**config.mk**
```make
export PLATFORM = sky130hd
export DESIGN_NAME = click_pattern_gen_flat
export DESIGN_NICKNAME = d
export VERILOG_FILES = /design/src/rtl/click_pattern_gen_pkg.sv /design/src/rtl/click_pattern_gen_if.sv /design/src/rtl/cycle_timer.sv /design/src/rtl/click_pattern_gen.sv /design/src/flat_wrapper.sv
export SDC_FILE = /design/constraint.sdc
export NUM_CORES = 1
export LEC_CHECK = 0
export ABC_AREA = 1
export CAP_MARGIN = 10
export CELL_PAD_IN_SITES_DETAIL_PLACEMENT = 1
export CELL_PAD_IN_SITES_GLOBAL_PLACEMENT = 2
export CORE_AREA = 2 2 77 79
export DETAILED_ROUTE_END_ITERATION = 10
export DIE_AREA = 0 0 79 81
export PLACE_DENSITY_LB_ADDON = 0.1
export SYNTH_ARGS = -nofsm -noshare
export SYNTH_HDL_FRONTEND = slang
export SYNTH_SLANG_ARGS = --single-unit
```
**constraint.sdc**
```tcl
create_clock -name clk -period 2.44 [get_ports clk]
set_input_delay 0.244 -clock clk [delete_from_list [all_inputs] [get_ports clk]]
set_output_delay 0.244 -clock clk [all_outputs]
set_load 0.005 [all_outputs]
```
**src/rtl/click_pattern_gen_pkg.sv**
```systemverilog
// -----------------------------------------------------------------------------
// click_pattern_gen_pkg
//   Shared definitions for the click pattern generator: FSM state encodings,
//   the press-count width, and a helper that converts a duration in cycles
//   into the value loaded into the down-counting cycle timer.
// -----------------------------------------------------------------------------
package click_pattern_gen_pkg;

  localparam int STATE_W  = 2;
  localparam int CLICKS_W = 3;

  typedef enum logic [STATE_W-1:0] {
    CLK_IDLE  = 2'd0,
    CLK_PRESS = 2'd1,
    CLK_GAP   = 2'd2,
    CLK_QUIET = 2'd3
  } click_state_e;

  // The timer counts down to zero and the state changes on the zero cycle.
  // A phase of N cycles therefore loads N-1.
  function automatic int timer_load(input int cycles);
    return cycles - 1;
  endfunction

endpackage

```
**src/rtl/click_pattern_gen_if.sv**
```systemverilog
// -----------------------------------------------------------------------------
// click_pattern_gen_if
//   Request-side handshake for the click pattern generator.
//     req_valid   requester -> gen   request present
//     req_clicks  requester -> gen   presses to emit (0 = no-op)
//     abort       requester -> gen   synchronous abort of the current pattern
//     req_ready   gen -> requester   generator can accept a request
//   master: the control FSM / CPU register side.  slave: the generator.
// -----------------------------------------------------------------------------
interface click_pattern_gen_if;
  import click_pattern_gen_pkg::*;

  logic                req_valid;
  logic [CLICKS_W-1:0] req_clicks;
  logic                abort;
  logic                req_ready;

  modport master (
    output req_valid,
    output req_clicks,
    output abort,
    input  req_ready
  );

  modport slave (
    input  req_valid,
    input  req_clicks,
    input  abort,
    output req_ready
  );

endinterface

```
**src/rtl/cycle_timer.sv**
```systemverilog
// -----------------------------------------------------------------------------
// cycle_timer
//   Down-counter shared by all timed FSM phases. A load pulse captures value;
//   afterwards the count decrements once per cycle and holds at zero.
//   Ports:
//     clk, rst   clock, asynchronous active-high reset
//     load       capture value this edge (wins over counting)
//     value      count to load (phase duration minus one)
//     zero       count has reached zero (phase's last cycle)
// -----------------------------------------------------------------------------
module cycle_timer #(
  parameter int WIDTH = 20
) (
  input  logic             clk,
  input  logic             rst,
  input  logic             load,
  input  logic [WIDTH-1:0] value,
  output logic             zero
);

  logic [WIDTH-1:0] count;

  // NOTE: sequential state is updated with non-blocking assignments so every
  // register samples pre-edge values, independent of block ordering.
  always_ff @(posedge clk or posedge rst) begin
    if (rst) begin
      count <= '0;
    end else if (load) begin
      count <= value;
    end else if (count != '0) begin
      count <= count - WIDTH'(1);
    end
  end

  assign zero = (count == '0);

endmodule

```
**src/rtl/click_pattern_gen.sv**
```systemverilog
// -----------------------------------------------------------------------------
// click_pattern_gen
//   Drives a button-like line with N clean press pulses (1..7) per request,
//   separated by gaps and followed by a quiet period long enough for the click
//   detector's window to close. Acts as the transmitter for the click detector.
//   Ports:
//     clk, rst     clock, asynchronous active-high reset
//     req          request handshake (slave side): req_valid, req_clicks,
//                  abort in; req_ready out
//     button_out   generated press waveform, registered, high only in PRESS
//     busy         pattern in progress (state != IDLE)
//     done         one-cycle pulse in the first IDLE cycle after a completed
//                  pattern (or the cycle after a zero-click request)
// -----------------------------------------------------------------------------
module click_pattern_gen
  import click_pattern_gen_pkg::*;
#(
  parameter int PRESS_CYCLES = 4,
  parameter int GAP_CYCLES   = 3,
  parameter int QUIET_CYCLES = 10,
  parameter int CNT_WIDTH    = 20
) (
  input  logic                clk,
  input  logic                rst,
  click_pattern_gen_if.slave  req,
  output logic                button_out,
  output logic                busy,
  output logic                done
);

  localparam logic [CNT_WIDTH-1:0] PRESS_LOAD = CNT_WIDTH'(timer_load(PRESS_CYCLES));
  localparam logic [CNT_WIDTH-1:0] GAP_LOAD   = CNT_WIDTH'(timer_load(GAP_CYCLES));
  localparam logic [CNT_WIDTH-1:0] QUIET_LOAD = CNT_WIDTH'(timer_load(QUIET_CYCLES));

  click_state_e        state;
  click_state_e        state_next;
  logic [CLICKS_W-1:0] press_cnt;
  logic [CLICKS_W-1:0] press_cnt_next;
  logic                done_next;
  logic                timer_load_en;
  logic [CNT_WIDTH-1:0] timer_value;
  logic                timer_zero;
  logic                accept;

  // Abort wins over a pending request: ready drops in the abort cycle.
  assign req.req_ready = (state == CLK_IDLE) && !req.abort;
  assign accept        = req.req_valid && req.req_ready;
  assign busy          = (state != CLK_IDLE);

  cycle_timer #(
    .WIDTH (CNT_WIDTH)
  ) u_timer (
    .clk   (clk),
    .rst   (rst),
    .load  (timer_load_en),
    .value (timer_value),
    .zero  (timer_zero)
  );

  // NOTE: every signal written here gets a default first; a path that left
  // one unassigned would infer a latch.
  always_comb begin
    state_next     = state;
    press_cnt_next = press_cnt;
    done_next      = 1'b0;
    timer_load_en  = 1'b0;
    timer_value    = '0;

    if (req.abort) begin
      state_next     = CLK_IDLE;
      press_cnt_next = '0;
    end else begin
      unique case (state)
        CLK_IDLE: begin
          if (accept) begin
            if (req.req_clicks != '0) begin
              state_next     = CLK_PRESS;
              press_cnt_next = req.req_clicks;
              timer_load_en  = 1'b1;
              timer_value    = PRESS_LOAD;
            end else begin
              // Zero clicks: nothing to emit, acknowledge next cycle.
              done_next = 1'b1;
            end
          end
        end

        CLK_PRESS: begin
          if (timer_zero) begin
            press_cnt_next = press_cnt - CLICKS_W'(1);
            timer_load_en  = 1'b1;
            // press_cnt still counts the press ending now.
            if (press_cnt > CLICKS_W'(1)) begin
              state_next  = CLK_GAP;
              timer_value = GAP_LOAD;
            end else begin
              state_next  = CLK_QUIET;
              timer_value = QUIET_LOAD;
            end
          end
        end

        CLK_GAP: begin
          if (timer_zero) begin
            state_next    = CLK_PRESS;
            timer_load_en = 1'b1;
            timer_value   = PRESS_LOAD;
          end
        end

        CLK_QUIET: begin
          if (timer_zero) begin
            state_next = CLK_IDLE;
            done_next  = 1'b1;
          end
        end

        default: begin
          state_next = CLK_IDLE;
        end
      endcase
    end
  end

  always_ff @(posedge clk or posedge rst) begin
    if (rst) begin
      state      <= CLK_IDLE;
      press_cnt  <= '0;
      done       <= 1'b0;
      button_out <= 1'b0;
    end else begin
      state      <= state_next;
      press_cnt  <= press_cnt_next;
      done       <= done_next;
      // Registered from the next state so the line is glitch-free and
      // tracks PRESS exactly.
      button_out <= (state_next == CLK_PRESS);
    end
  end

endmodule

```
**src/flat_wrapper.sv**
```systemverilog
// flat-port wrapper written by rule: the top's interface ports become plain ports
module click_pattern_gen_flat import click_pattern_gen_pkg::*;
#(
  parameter int PRESS_CYCLES = 4,
  parameter int GAP_CYCLES   = 3,
  parameter int QUIET_CYCLES = 10,
  parameter int CNT_WIDTH    = 20
)
  (clk, rst, button_out, busy, done, req_req_valid, req_req_clicks, req_abort, req_req_ready);
  click_pattern_gen_if req_i ();
  input  logic clk;
  input  logic rst;
  output logic button_out;
  output logic busy;
  output logic done;
  input wire logic [$bits(req_i.req_valid)-1:0] req_req_valid;
  input wire logic [$bits(req_i.req_clicks)-1:0] req_req_clicks;
  input wire logic [$bits(req_i.abort)-1:0] req_abort;
  output wire logic [$bits(req_i.req_ready)-1:0] req_req_ready;
  assign req_i.req_valid = req_req_valid;
  assign req_i.req_clicks = req_req_clicks;
  assign req_i.abort = req_abort;
  assign req_req_ready = req_i.req_ready;
  click_pattern_gen #(.PRESS_CYCLES(PRESS_CYCLES), .GAP_CYCLES(GAP_CYCLES), .QUIET_CYCLES(QUIET_CYCLES), .CNT_WIDTH(CNT_WIDTH)) u_core (.clk(clk), .rst(rst), .req(req_i), .button_out(button_out), .busy(busy), .done(done));
endmodule
```
==> flow_metrics.py <==
metrics = {
    "synth": {
        "yosys_warnings": 0,
        "syn_avg_cell_area_um2": 7.91,
        "yosysSeqAreaShare": 0.346,
        "ys_ff_latch": 27,
        "syn-num-nets": 264,
        "yosysUniqueCellTypes": 35,
        "syn_area_mm2": 0.00195,
        "synthCells": 247,
        "ys_top_cells_by_area": "dfrtp_1 35%, nand2_1 8.1%, nor2_1 6.7%, ha_1 6.4%, inv_1 5.8%",
        "yosysTopAreaCellShare": 0.346,
        "yosysTopAreaCell": "dfrtp_1",
    },
    "pwr": {
        "leakagePower_uw": 0.00110,
        "power.density_mw_per_mm2": 1130,
        "p_total_uw": 2480,
        "max-vdd-ir-drop_mv": 0.305,
    },
    "sta": {
        "hold_viol": 0,
        "slew_violations": 0,
        "finalCritPeriodShare": 0.870,
        "worstMarginPinSlew_ns": 0.380,
        "slew_headroom": 0.747,
        "timing.fmax_mhz": 471,
        "fin_skew_ns": 0.00518,
        "finalCriticalPeriod_ns": 2.12,
        "rsz0062_at_grt": "false",
        "setup-tns-final_ns": 0,
        "finalSetupViolations": 0,
    },
    "global_route": {
        "antenna_found_initial": 0,
        "grt_usage": 0.174,
        "grt_pass1_vias": 1759,
        "grt_max_degree": 28,
        "grt_pass1_wl_um": 8580,
        "grt_overflow_total": 0,
    },
    "clock_network": {
        "clkTransAtPathRegs_ns": 0.10,
        "clk_latency_ns": 0.29,
        "tritoncts.num_buffers": 3,
        "cts-root-buf": "clkbuf_8",
        "clock_sinks": 27,
        "post_cts_resized": 0,
        "clk_path_buf_depth": 2,
        "holdBufCountCts": 0,
        "cts_tree": "done",
        "post_cts_buffers": 0,
        "h-tree-depth": 1,
    },
    "place": {
        "gp_congestion": 0.765,
        "io_buffers": 10,
        "hpwlAfterDp_um": 3940,
    },
    "critical_path": {
        "path_cells": "inv_1 > ha_1 > inv_1 > nor2_1 > clkdlybuf4s50_1",
        "startpoint_type": "register",
        "cpPeakStageDelay_ns": 0.55,
        "critical_path.most_common_cell": "inv_1",
        "crit_family": "buffers and inverters",
        "cp.buffers_inverters": 3,
        "cp.arrival_ns": 1.88,
        "crit_path_end_kind": "output port",
        "path_class": "register to output port",
        "worstPathRequired_ns": 2.20,
        "slowest_stage": "clkdlybuf4s50_1",
        "path_max_fanout": 5,
    },
    "die": {
        "core_mm2": 0.00568,
        "die_h_um": 81,
        "initial_core_util": 0.344,
        "rows": 28,
        "io_pins": 11,
        "die-area_mm2": 0.00640,
        "floorplan.die.width_um": 79,
    },
    "detailed_routing": {
        "wl_per_cell_um": 15.0,
        "drtAntennaViolNets": 0,
        "finalWirelength_um": 5020,
        "via_per_inst": 4.86,
        "dr.pass1.iters": 4,
        "dr_total_vias": 1627,
        "drc": 0,
        "initialDrtViolationCount": 35,
    },
    "run_status": {
        "outcome": "finished clean",
    },
    "layout": {
        "drive_gt1_frac": 0.150,
        "antenna_cells": 0,
        "syn_to_final_growth_pct": 11.9,
        "layout_commonest_cell": "nand2_1",
        "layout.nets": 278,
        "final_cell_mix": "42 x nand2_1, 35 x nor2_1, 30 x inv_1, 27 x dfrtp_1, 14 x nand3_1",
    },
    "worst_hold_path": {
        "hold_class": "input pin to asynchronous set/reset pin",
    },
    "flow_run": {
        "max-cap-violations": 0,
    },
}
## area by class of cell
cell class	count	area [um^2]
inverters	35	131
well taps	75	93.8
clock inverters	1	5.00
flip-flops and latches	27	676
fillers	711	3490
repair buffers	11	108
multi-input cells	183	1130
clock buffers	3	41.3
## synth_stat cells (all sizes together)
library cell,n
nor2,47
a21boi,1
a211oi,6
o21bai,2
a31oi,1
nor3,5
dfrtp,27
clkbuf,1
inv,35
o211ai,3
nand4,7
nand3b,5
a21oi,7
nand2,50
nand3,18
ha,10
o21ai,7
xor2,6
xnor2,5
nor3b,1
a21o,2
buf,1
## layer usage
metal | part of all wire | vias to the layer above | wire (um) | track usage
met2 | 0.52 | 20 | 2600 | 0.320
met1 | 0.45 | 780 | 2270 | 0.210
met3 | 0.014 | 5 | 69 | 0.0178
met5 | 0 | - | 0 | 0
met4 | 0.016 | 0 | 78 | 0.0672
li1 | - | 822 | - | -
## cells by family after synthesis
| family | after synthesis | synth area share |
|---|---|---|
| AO/OA/AOI/OAI | 29 | 0.0967 |
| XOR/XNOR | 11 | 0.0493 |
| adder cells (fa/ha/maj) | 10 | 0.0641 |
| buffers and inverters | 37 | 0.0750 |
| flip-flops | 27 | 0.346 |
| AND/OR/NAND/NOR | 133 | 0.369 |
## sequential cells by signal, indices dropped and copies added (netlist names)
register              count
u_core.done               1
u_core.button_out         1
u_core.u_timer.count     20
u_core.state              2
u_core.press_cnt          3
## metrics by stage
step	util	area (um^2)	hold slack (ns)	setup WS, ns	cells
after CTS	0.385	2190	0.340	0.287	335
after floorplan	-	1950	0.297	0.737	247
after global routing	0.385	2190	0.355	0.186	335
after detailed placement	0.377	2140	0.520	0.434	331
final	0.385	2190	0.325	0.318	335
after global placement	0.377	2140	0.510	0.439	331
## power breakdown
part / internal [uW] / switching [uW]
sequential: 610 / 201
combinational: 503 / 888
clock: 115 / 161
## worst register-to-register path: cells and delay by family, from the launching register on
family	cells	cell delay, ns
and+or+nand+nor	10	1.05
DFF	1	0.42
buffers and inverters	2	0.22
adders and majority gates	1	0.20
## path summary, 6_finish.rpt
path,startpoint,slack [ns],end,cells past startpoint
setup / recovery,u_core.state[0]$_DFF_PP0_,0.32,req_req_ready,5
hold / removal,rst,0.32,u_core.u_timer.count[6]$_DFFE_PP0P_,3
setup reg to reg,u_core.u_timer.count[0]$_DFFE_PP0P_,0.45,u_core.u_timer.count[0]$_DFFE_PP0P_,13
hold reg to reg,u_core.press_cnt[1]$_DFFE_PP0P_,0.54,u_core.press_cnt[1]$_DFFE_PP0P_,2
max in group asynchronous,rst,1.84,u_core.state[0]$_DFF_PP0_,3
min in group clk,u_core.press_cnt[1]$_DFFE_PP0P_,0.54,u_core.press_cnt[1]$_DFFE_PP0P_,2
(Power assumes the default switching activity.)
